File: src/rtl/lot_occupancy_tracker_pkg.sv
// Shared constants for the lot occupancy tracker: default sizing, converter
// state encodings and the double-dabble digit correction.
package lot_occupancy_tracker_pkg;

  localparam int CAPACITY_DEFAULT = 99;
  localparam int W_DEFAULT        = 7;

  localparam logic [1:0] S_IDLE = 2'b00;
  localparam logic [1:0] S_OP   = 2'b01;
  localparam logic [1:0] S_DONE = 2'b10;

  // Digits of 5 or more are pre-corrected so the following shift carries into the next digit.
  function automatic logic [3:0] dabble_adj(input logic [3:0] d);
    return (d >= 4'd5) ? d + 4'd3 : d;
  endfunction

endpackage

File: src/rtl/lot_occupancy_tracker_bin2bcd_seq.sv
// Sequential double-dabble converter: one binary bit per cycle into two BCD digits.
// start is accepted only while ready; done is a one-cycle pulse carrying a valid bcd1/bcd0.
module bin2bcd_seq
  import lot_occupancy_tracker_pkg::*;
#(
  parameter int W = W_DEFAULT
) (
  input  logic         clk,
  input  logic         reset,
  input  logic         start,
  input  logic [W-1:0] bin,
  output logic         ready,
  output logic         done,
  output logic [3:0]   bcd1,
  output logic [3:0]   bcd0,
  output logic [1:0]   state_dbg
);

  localparam int CW = (W > 1) ? $clog2(W) : 1;
  localparam logic [CW-1:0] LAST = CW'(W - 1);

  logic [1:0]     state;
  logic [CW-1:0]  cnt;
  logic [7:0]     acc;
  logic [W-1:0]   sh;
  logic [7:0]     acc_adj;
  logic [8+W-1:0] shifted;

  always_comb begin
    acc_adj = {dabble_adj(acc[7:4]), dabble_adj(acc[3:0])};
    shifted = {acc_adj, sh} << 1;
  end

  always_ff @(posedge clk) begin
    if (reset) begin
      state <= S_IDLE;
      cnt   <= '0;
      acc   <= '0;
      sh    <= '0;
    end else begin
      case (state)
        S_IDLE: begin
          if (start) begin
            sh    <= bin;
            acc   <= '0;
            cnt   <= '0;
            state <= S_OP;
          end
        end
        S_OP: begin
          acc <= shifted[8+W-1:W];
          sh  <= shifted[W-1:0];
          cnt <= cnt + CW'(1);
          if (cnt == LAST) state <= S_DONE;
        end
        S_DONE:  state <= S_IDLE;
        default: state <= S_IDLE;
      endcase
    end
  end

  assign ready     = (state == S_IDLE);
  assign done      = (state == S_DONE);
  assign bcd1      = acc[7:4];
  assign bcd0      = acc[3:0];
  assign state_dbg = state;

endmodule

File: src/rtl/lot_occupancy_tracker.sv
// Parking-lot occupancy counter with full/empty flags, sticky over/underflow
// errors and a BCD copy of the count that only ever shows completed conversions.
module lot_occupancy_tracker
  import lot_occupancy_tracker_pkg::*;
#(
  parameter int CAPACITY = CAPACITY_DEFAULT,
  parameter int W        = W_DEFAULT
) (
  input  logic         clk,
  input  logic         reset,
  input  logic         enter,
  input  logic         exit,
  input  logic         clr_err,
  output logic [W-1:0] count,
  output logic         full,
  output logic         empty,
  output logic         err_over,
  output logic         err_under,
  output logic [3:0]   bcd1,
  output logic [3:0]   bcd0,
  output logic         bcd_valid,
  output logic [1:0]   conv_state
);

  localparam logic [W-1:0] CAP = W'(CAPACITY);
  localparam logic [W-1:0] ONE = W'(1);

  logic         inc;
  logic         dec;
  logic         count_chg;
  logic         over_hit;
  logic         under_hit;
  logic         conv_start;
  logic         conv_ready;
  logic         conv_done;
  logic [3:0]   conv_bcd1;
  logic [3:0]   conv_bcd0;
  logic [W-1:0] sent;
  logic         pending;
  logic         load;

  assign full  = (count == CAP);
  assign empty = (count == '0);

  // Simultaneous enter and exit cancel out and are never an error.
  assign inc       = enter & ~exit & ~full;
  assign dec       = exit & ~enter & ~empty;
  assign over_hit  = enter & ~exit & full;
  assign under_hit = exit & ~enter & empty;
  assign count_chg = inc | dec;

  always_ff @(posedge clk) begin
    if (reset) begin
      count <= '0;
    end else if (inc) begin
      count <= count + ONE;
    end else if (dec) begin
      count <= count - ONE;
    end
  end

  always_ff @(posedge clk) begin
    if (reset) begin
      err_over  <= 1'b0;
      err_under <= 1'b0;
    end else begin
      if (over_hit)      err_over <= 1'b1;
      else if (clr_err)  err_over <= 1'b0;
      if (under_hit)     err_under <= 1'b1;
      else if (clr_err)  err_under <= 1'b0;
    end
  end

  // A conversion is requested whenever the register disagrees with what was last
  // sent, or a change arrived while the previous conversion was still in flight.
  assign conv_start = conv_ready & ((count != sent) | pending);

  always_ff @(posedge clk) begin
    if (reset) begin
      sent    <= '0;
      pending <= 1'b0;
    end else begin
      if (conv_start) sent <= count;
      if (count_chg && (!conv_ready || conv_start)) pending <= 1'b1;
      else if (conv_start)                          pending <= 1'b0;
    end
  end

  // A result is only good if no count change happened since its conversion began.
  assign load = conv_done & ~pending & ~count_chg;

  always_ff @(posedge clk) begin
    if (reset) begin
      bcd1      <= 4'd0;
      bcd0      <= 4'd0;
      bcd_valid <= 1'b1;
    end else begin
      if (load) begin
        bcd1 <= conv_bcd1;
        bcd0 <= conv_bcd0;
      end
      if (count_chg) bcd_valid <= 1'b0;
      else if (load) bcd_valid <= 1'b1;
    end
  end

  bin2bcd_seq #(.W(W)) u_conv (
    .clk       (clk),
    .reset     (reset),
    .start     (conv_start),
    .bin       (count),
    .ready     (conv_ready),
    .done      (conv_done),
    .bcd1      (conv_bcd1),
    .bcd0      (conv_bcd0),
    .state_dbg (conv_state)
  );

endmodule
File: config.mk
export PLATFORM = sky130hd
export DESIGN_NAME = lot_occupancy_tracker
export DESIGN_NICKNAME = d
export VERILOG_FILES = /design/src/rtl/lot_occupancy_tracker_pkg.sv /design/src/rtl/lot_occupancy_tracker_bin2bcd_seq.sv /design/src/rtl/lot_occupancy_tracker.sv
export SDC_FILE = /design/constraint.sdc
export NUM_CORES = 1
export LEC_CHECK = 0
export BUFFER_PORTS_ARGS = -buffer_cell sky130_fd_sc_hd__buf_2
export CAP_MARGIN = 25
export CORE_MARGIN = 2
export CORE_UTILIZATION = 53
export CTS_CLUSTER_SIZE = 12
export DETAILED_ROUTE_END_ITERATION = 12
export PLACE_DENSITY_LB_ADDON = 0.25
export SYNTH_ARGS = -nofsm -noshare
export SYNTH_HDL_FRONTEND = slang
export SYNTH_SLANG_ARGS = --single-unit
File: constraint.sdc
create_clock -name clk -period 2.5 [get_ports clk]
set_input_delay 0.5 -clock clk [delete_from_list [all_inputs] [get_ports clk]]
set_output_delay 0.5 -clock clk [all_outputs]
set_load 0.01 [all_outputs]
# Yosys cells after proc, flatten, opt, wreduce, memory -nomap -nowiden
# Cells that the tools add are included.
op_classes:
  eq_ne: 7
  bitwise_logic: 17
  n_lt_le_gt_ge: 2
  add_sub_neg: 5
  mux: 20
  n_reduce_logical: 13
op_table:
  columns: ["cell", "count"]
  rows:
  - ["$mux 7", 3]
  - ["$pmux 8 s2", 1]
  - ["$pmux 7 s2", 1]
  - ["$reduce_bool 2->1", 6]
  - ["$and 1x1->1", 9]
  - ["$ge 4x3->1 const B", 2]
  - ["$mux 8", 1]
  - ["$add 7x1->7 const B", 1]
  - ["$eq 7x7->1 const B", 1]
  - ["$logic_not 7->1", 1]
  - ["$mux 1", 7]
  - ["$ne 7x7->1", 1]
  - ["$sub 7x1->7 const B", 1]
  - ["$mux 3", 2]
  - ["$not 1->1", 6]
  - ["$pmux 3 s2", 1]
  - ["$add 4x2->4 const B", 1]
  - ["$mux 2", 2]
  - ["$mux 4", 1]
  - ["$pmux 2 s2", 1]
  - ["$reduce_and 2->1", 2]
  - ["$add 3x1->3 const B", 1]
  - ["$add 3x2->3 const B", 1]
  - ["$eq 3x3->1 const B", 1]
  - ["9 further kinds", 10]
word_totals:
  input_bits: 5
  elab_cells: 76
  ff_bits: 46
  output_inout_bits: 22

# Depth between registers and ports, before layout
logic_depth:
  word_depth: 8
  mapped_depth: 11
  depth_no_buf: 8

# Cells and area by module
# From an unflattened synthesis, not the netlist that was laid out.
unflattened:
  hier_cells: 263
  hier_area_um2: 2428.6
modules_own_cells:
  columns: ["module", "instances", "area_each_um2", "cells_per_inst", "seq_area_each_um2"]
  rows:
  - ["lot_occupancy_tracker", 1, 1472.7, 165, 520.5]
  - ["bin2bcd_seq", 1, 955.9, 98, 400.4]

# Least setup slack after synthesis
# OpenSTA, ideal clock, no wires.
synth_timing:
  kind: "flip-flop to flip-flop"
  startpoint: "register count[2]"
  endpoint: "register count[5]"
  slack_ps: -226
  period_less_slack_ps: 2726
  required_ps: 2429
  path_stages_with_launch: 12
  t_arrival_ps: 2655
  setup_time_ps: 71
  path_buffers: 3
  path_cell_list: "dfxtp_1 > or3_1 > buf_6 > o21a_1 > buf_2 > inv_2 > buf_6 > ha_1 > nor2b_1 > or3b_2 > a32o_1 > a21oi_1"
synth_via:
  elab_chain_cells: 4
  elab_cells_between_ends: 11
  cone_classes: "2 x add/sub; 1 x eq/ne; 2 x mux; 4 x bitwise; 2 x reduce/logical"
synth_rtl:
  columns: ["element", "line_no", "text"]
  rows:
  - ["from (decl)", "lot_occupancy_tracker.sv:14", "output logic [W-1:0] count,"]
  - ["from (signal assigned)", "lot_occupancy_tracker.sv:56", "count <= count + ONE;"]
  - ["from (signal assigned)", "lot_occupancy_tracker.sv:58", "count <= count - ONE;"]
  - ["branches (longest 4 deep; another with $sub 7x1->7)", null, null]
# Parallel ways; which one is timed is not known. The select of a mux whose other input is x is not followed.
# A chain may end at the register's enable or synchronous reset.

# Worst setup path in the final report
layout_timing:
  startpoint: "register count[3]"
  endpoint: "register count[5]"
# The elaborated chain is that of the path after synthesis.

==> run_results.csv <==
group,metric,value,unit
logic_synthesis,netlist_top_cells_area,"dfxtp_1 36%, nand2b_1 7.8%, ha_1 5.9%",
placed_design,gp_congestion,0.860,
status,status,"complete, no violations",
floorplan,num_io_pins,27,
placed_design,numPortBuffers,26,
finish,antennaDiodeCount,0,
routing,dr.first_iter.drc_count,229,
routing,wl,5.47,mm
global_routing,grtUsageMet2,0.336,
setup_path,worst_setup_path_start_kind,"flop",
power_and_ir_drop,powerDensity,792,nW/µm²
power_and_ir_drop,switchingPower,0.833,mW
floorplan,num_rows,25,
floorplan,dieArea,5380,µm²
placed_design,hpwl,3.88,mm
logic_synthesis,yosys.area.top_type_share,0.361,
global_routing,grt_pass1_vias,1960,
global_routing,globalRoute.totalOverflow,0,
finish,post-route-util,0.614,
logic_synthesis,synth_nets,288,
clock_network,cts_made_buffers,5,
power_and_ir_drop,clockPowerShare,0.212,
global_routing,use_met1,0.318,
logic_synthesis,yosys.cell_types.count,53,
global_routing,grt_use_met3,0.0453,
power_and_ir_drop,swShare,0.365,
timing,rsz0062_at_grt,"no",
clock_network,cts_sinks,46,
setup_path,path_class,"reg2reg",
finish,finalNonFillerCells,356,
timing,fin_crit,2.39,ns
routing,via_per_inst,5.79,
setup_path,cp_max_fo,12,
finish,final_cell_area,2880,µm²
clock_network,clockBufferDepth,2,
timing,max_freq,418,MHz
logic_synthesis,synthesis.area,2550,µm²
logic_synthesis,synth_ff_type,"dfxtp_1",
timing,slew_headroom,0.595,
clock_network,clkSlewWorstSetupHoldPaths,0.09,ns
global_routing,grt_first_pass_wirelength,9.23,mm
global_routing,grt_max_degree,42,
global_routing,track_usage,0.220,
timing,clock_skew,0.00785,ns
floorplan,die_y,73.4,µm
routing,dr.pass1.iters,4,
routing,route.detailed.wl_per_inst,15.4,µm
routing,via_count,2062,
worst_hold_path,hold_path.class,"reg2reg",
placed_design,placed_area,2780,µm²
power_and_ir_drop,seqPwrFrac,0.395,
placed_design,post-place-cells,348,
finish,drive_gt1_frac,0.238,
clock_network,clk_latency,0.30,ns
power_and_ir_drop,total_power,2.28,mW
clock_network,htreeDepth,2,
floorplan,coreArea,4690,µm²
global_routing,grt_antenna_before_repair,0,
logic_synthesis,synth_warnings,0,
logic_synthesis,syn_inst,270,
timing,slew_viol_final,0,
power_and_ir_drop,peakVddDrop,0.000548,V
power_and_ir_drop,combPwrFrac,0.393,
routing,post-route-drc-count,0,
timing,setup_viol,0,
finish,final_common_cell,"dfxtp_1",
logic_synthesis,ys_seq_elements,46,
clock_network,cts-root-buf,"clkbuf_8",
logic_synthesis,synth_seq_area_share,0.361,
routing,ant_nets,0,
finish,nFillCells,411,
finish,syn2layout_area_growth,12.9,%
logic_synthesis,synth-edff-count,0,
run,cap_violations,0,
timing,hold_violations,0,
finish,layout_common_cells,"44 x dfxtp_1, 32 x nand2b_1, 26 x buf_2, 20 x nor2_1, 15 x mux2i_1",
setup_path,cp_data_required_time,2.73,ns
floorplan,start_util,0.544,
global_routing,grt_busiest_layer,"met2",
power_and_ir_drop,intPower,1.45,mW
setup_path,end_kind,"flop",
timing,finalCritPeriodShare,0.957,
timing,tightest_slew,0.608,ns
clock_network,cts_tree,"done",
logic_synthesis,syn_area_per_cell,9.45,µm²
logic_synthesis,async_reset_ff_frac,0,
power_and_ir_drop,p_leak,1.15,nW
finish,fin_nets,319,
clock_network,hold_buffers,0,
setup_path,arrival,2.62,ns
timing,setup_tns,0,ns
logic_synthesis,synth_top_area_cell,"dfxtp_1",
floorplan,die_x,73.4,µm
-- path summary, 6_finish.rpt --
check                           startpoint       end  slack (ns)  cells past startpoint
worst max-delay path              count[3]  count[5]        0.11                      8
worst min-delay path               bcd1[1]   bcd1[1]        0.47                      2
worst max register to register    count[3]  count[5]        0.11                      8
worst min register to register     bcd1[1]   bcd1[1]        0.47                      2
-- power groups by stage --
stage	clock network (mW)	logic, mW	registers [mW]
after global placement	0	0.873	0.913
final	0.484	0.896	0.901
after detailed placement	0	0.889	0.915
after floorplan	0	0.649	0.944
after CTS	0.497	0.893	0.899
after global routing	0.521	0.985	0.909
-- worst max-delay path: stages, from the launching register on --
cell and delay (ns):
dfxtp_4 0.34, or3_1 0.39, o21a_1 0.24, inv_4 0.15, ha_2 0.26, o21ai_0 0.17, or3b_4 0.40, a32o_1 0.25
a21oi_1 0.13
-- sequential cells by signal (all words and copies together), names as in the netlist --
signal,flops
err_over,1
count,7
bcd1,4
pending,1
u_conv.cnt,3
bcd0,4
err_under,1
u_conv.state_dbg,2
u_conv.acc,8
u_conv.sh,7
bcd_valid,1
sent,7
-- synthesized netlist by cell type (all sizes together), types with 3 or more instances --
master and number:
nand3 6, xnor2 6, nand2 5, buf 6, o21a 3, o21ai 9
nor2 20, nor3 9, o221a 6, inv 7, o32ai 6, mux2 3
or3 4, dfxtp 46, nand2b 32, o31ai 4, mux2i 15, ha 12
xor2 6, nor2b 9, clkbuf 9, nand3b 3, a21oi 13
-- cells by family (layout without fill, tap and decap cells) --
family / count (synthesis) / count (layout) / share of synthesized area
compound gates: 60 / 60 / 0.188
xor+xnor: 12 / 12 / 0.0412
fa+ha+maj: 13 / 13 / 0.0667
buf+inv: 22 / 54 / 0.0476
flops: 46 / 46 / 0.361
mux: 18 / 18 / 0.0721
simple gates: 99 / 99 / 0.223
-- per-stage QoR --
stage / hold slack, ns / setup WS [ns]
floorplan: 0.449 / -0.0132
global placement: 0.455 / 0.114
detailed placement: 0.461 / 0.0481
CTS: 0.477 / 0.137
global route: 0.493 / 0.0354
finish: 0.473 / 0.107
-- cell type report --
type / count / area [µm²] / share of cell area
multi-input combinational: 202 / 1540 / 0.533
sequential: 46 / 926 / 0.321
timing repair buffer: 39 / 228 / 0.0790
clock buffer: 7 / 86.3 / 0.0300
tap: 54 / 67.6 / 0.0234
inverter: 7 / 28.8 / 0.00999
clock inverter: 1 / 8.76 / 0.00304
-- routing by layer --
layer,part of all wire,vias up
li1,-,1041
met1,0.49,974
met2,0.45,42
met3,0.044,5
met4,0.010,0
met5,0,-
-- timing repair --
action / 4_1_cts / 5_1_grt
setup endpoints to repair: 0 / 1
resized for setup: 0 / 1
buffers inserted: 0 / 0
(Power assumes the default switching activity.)
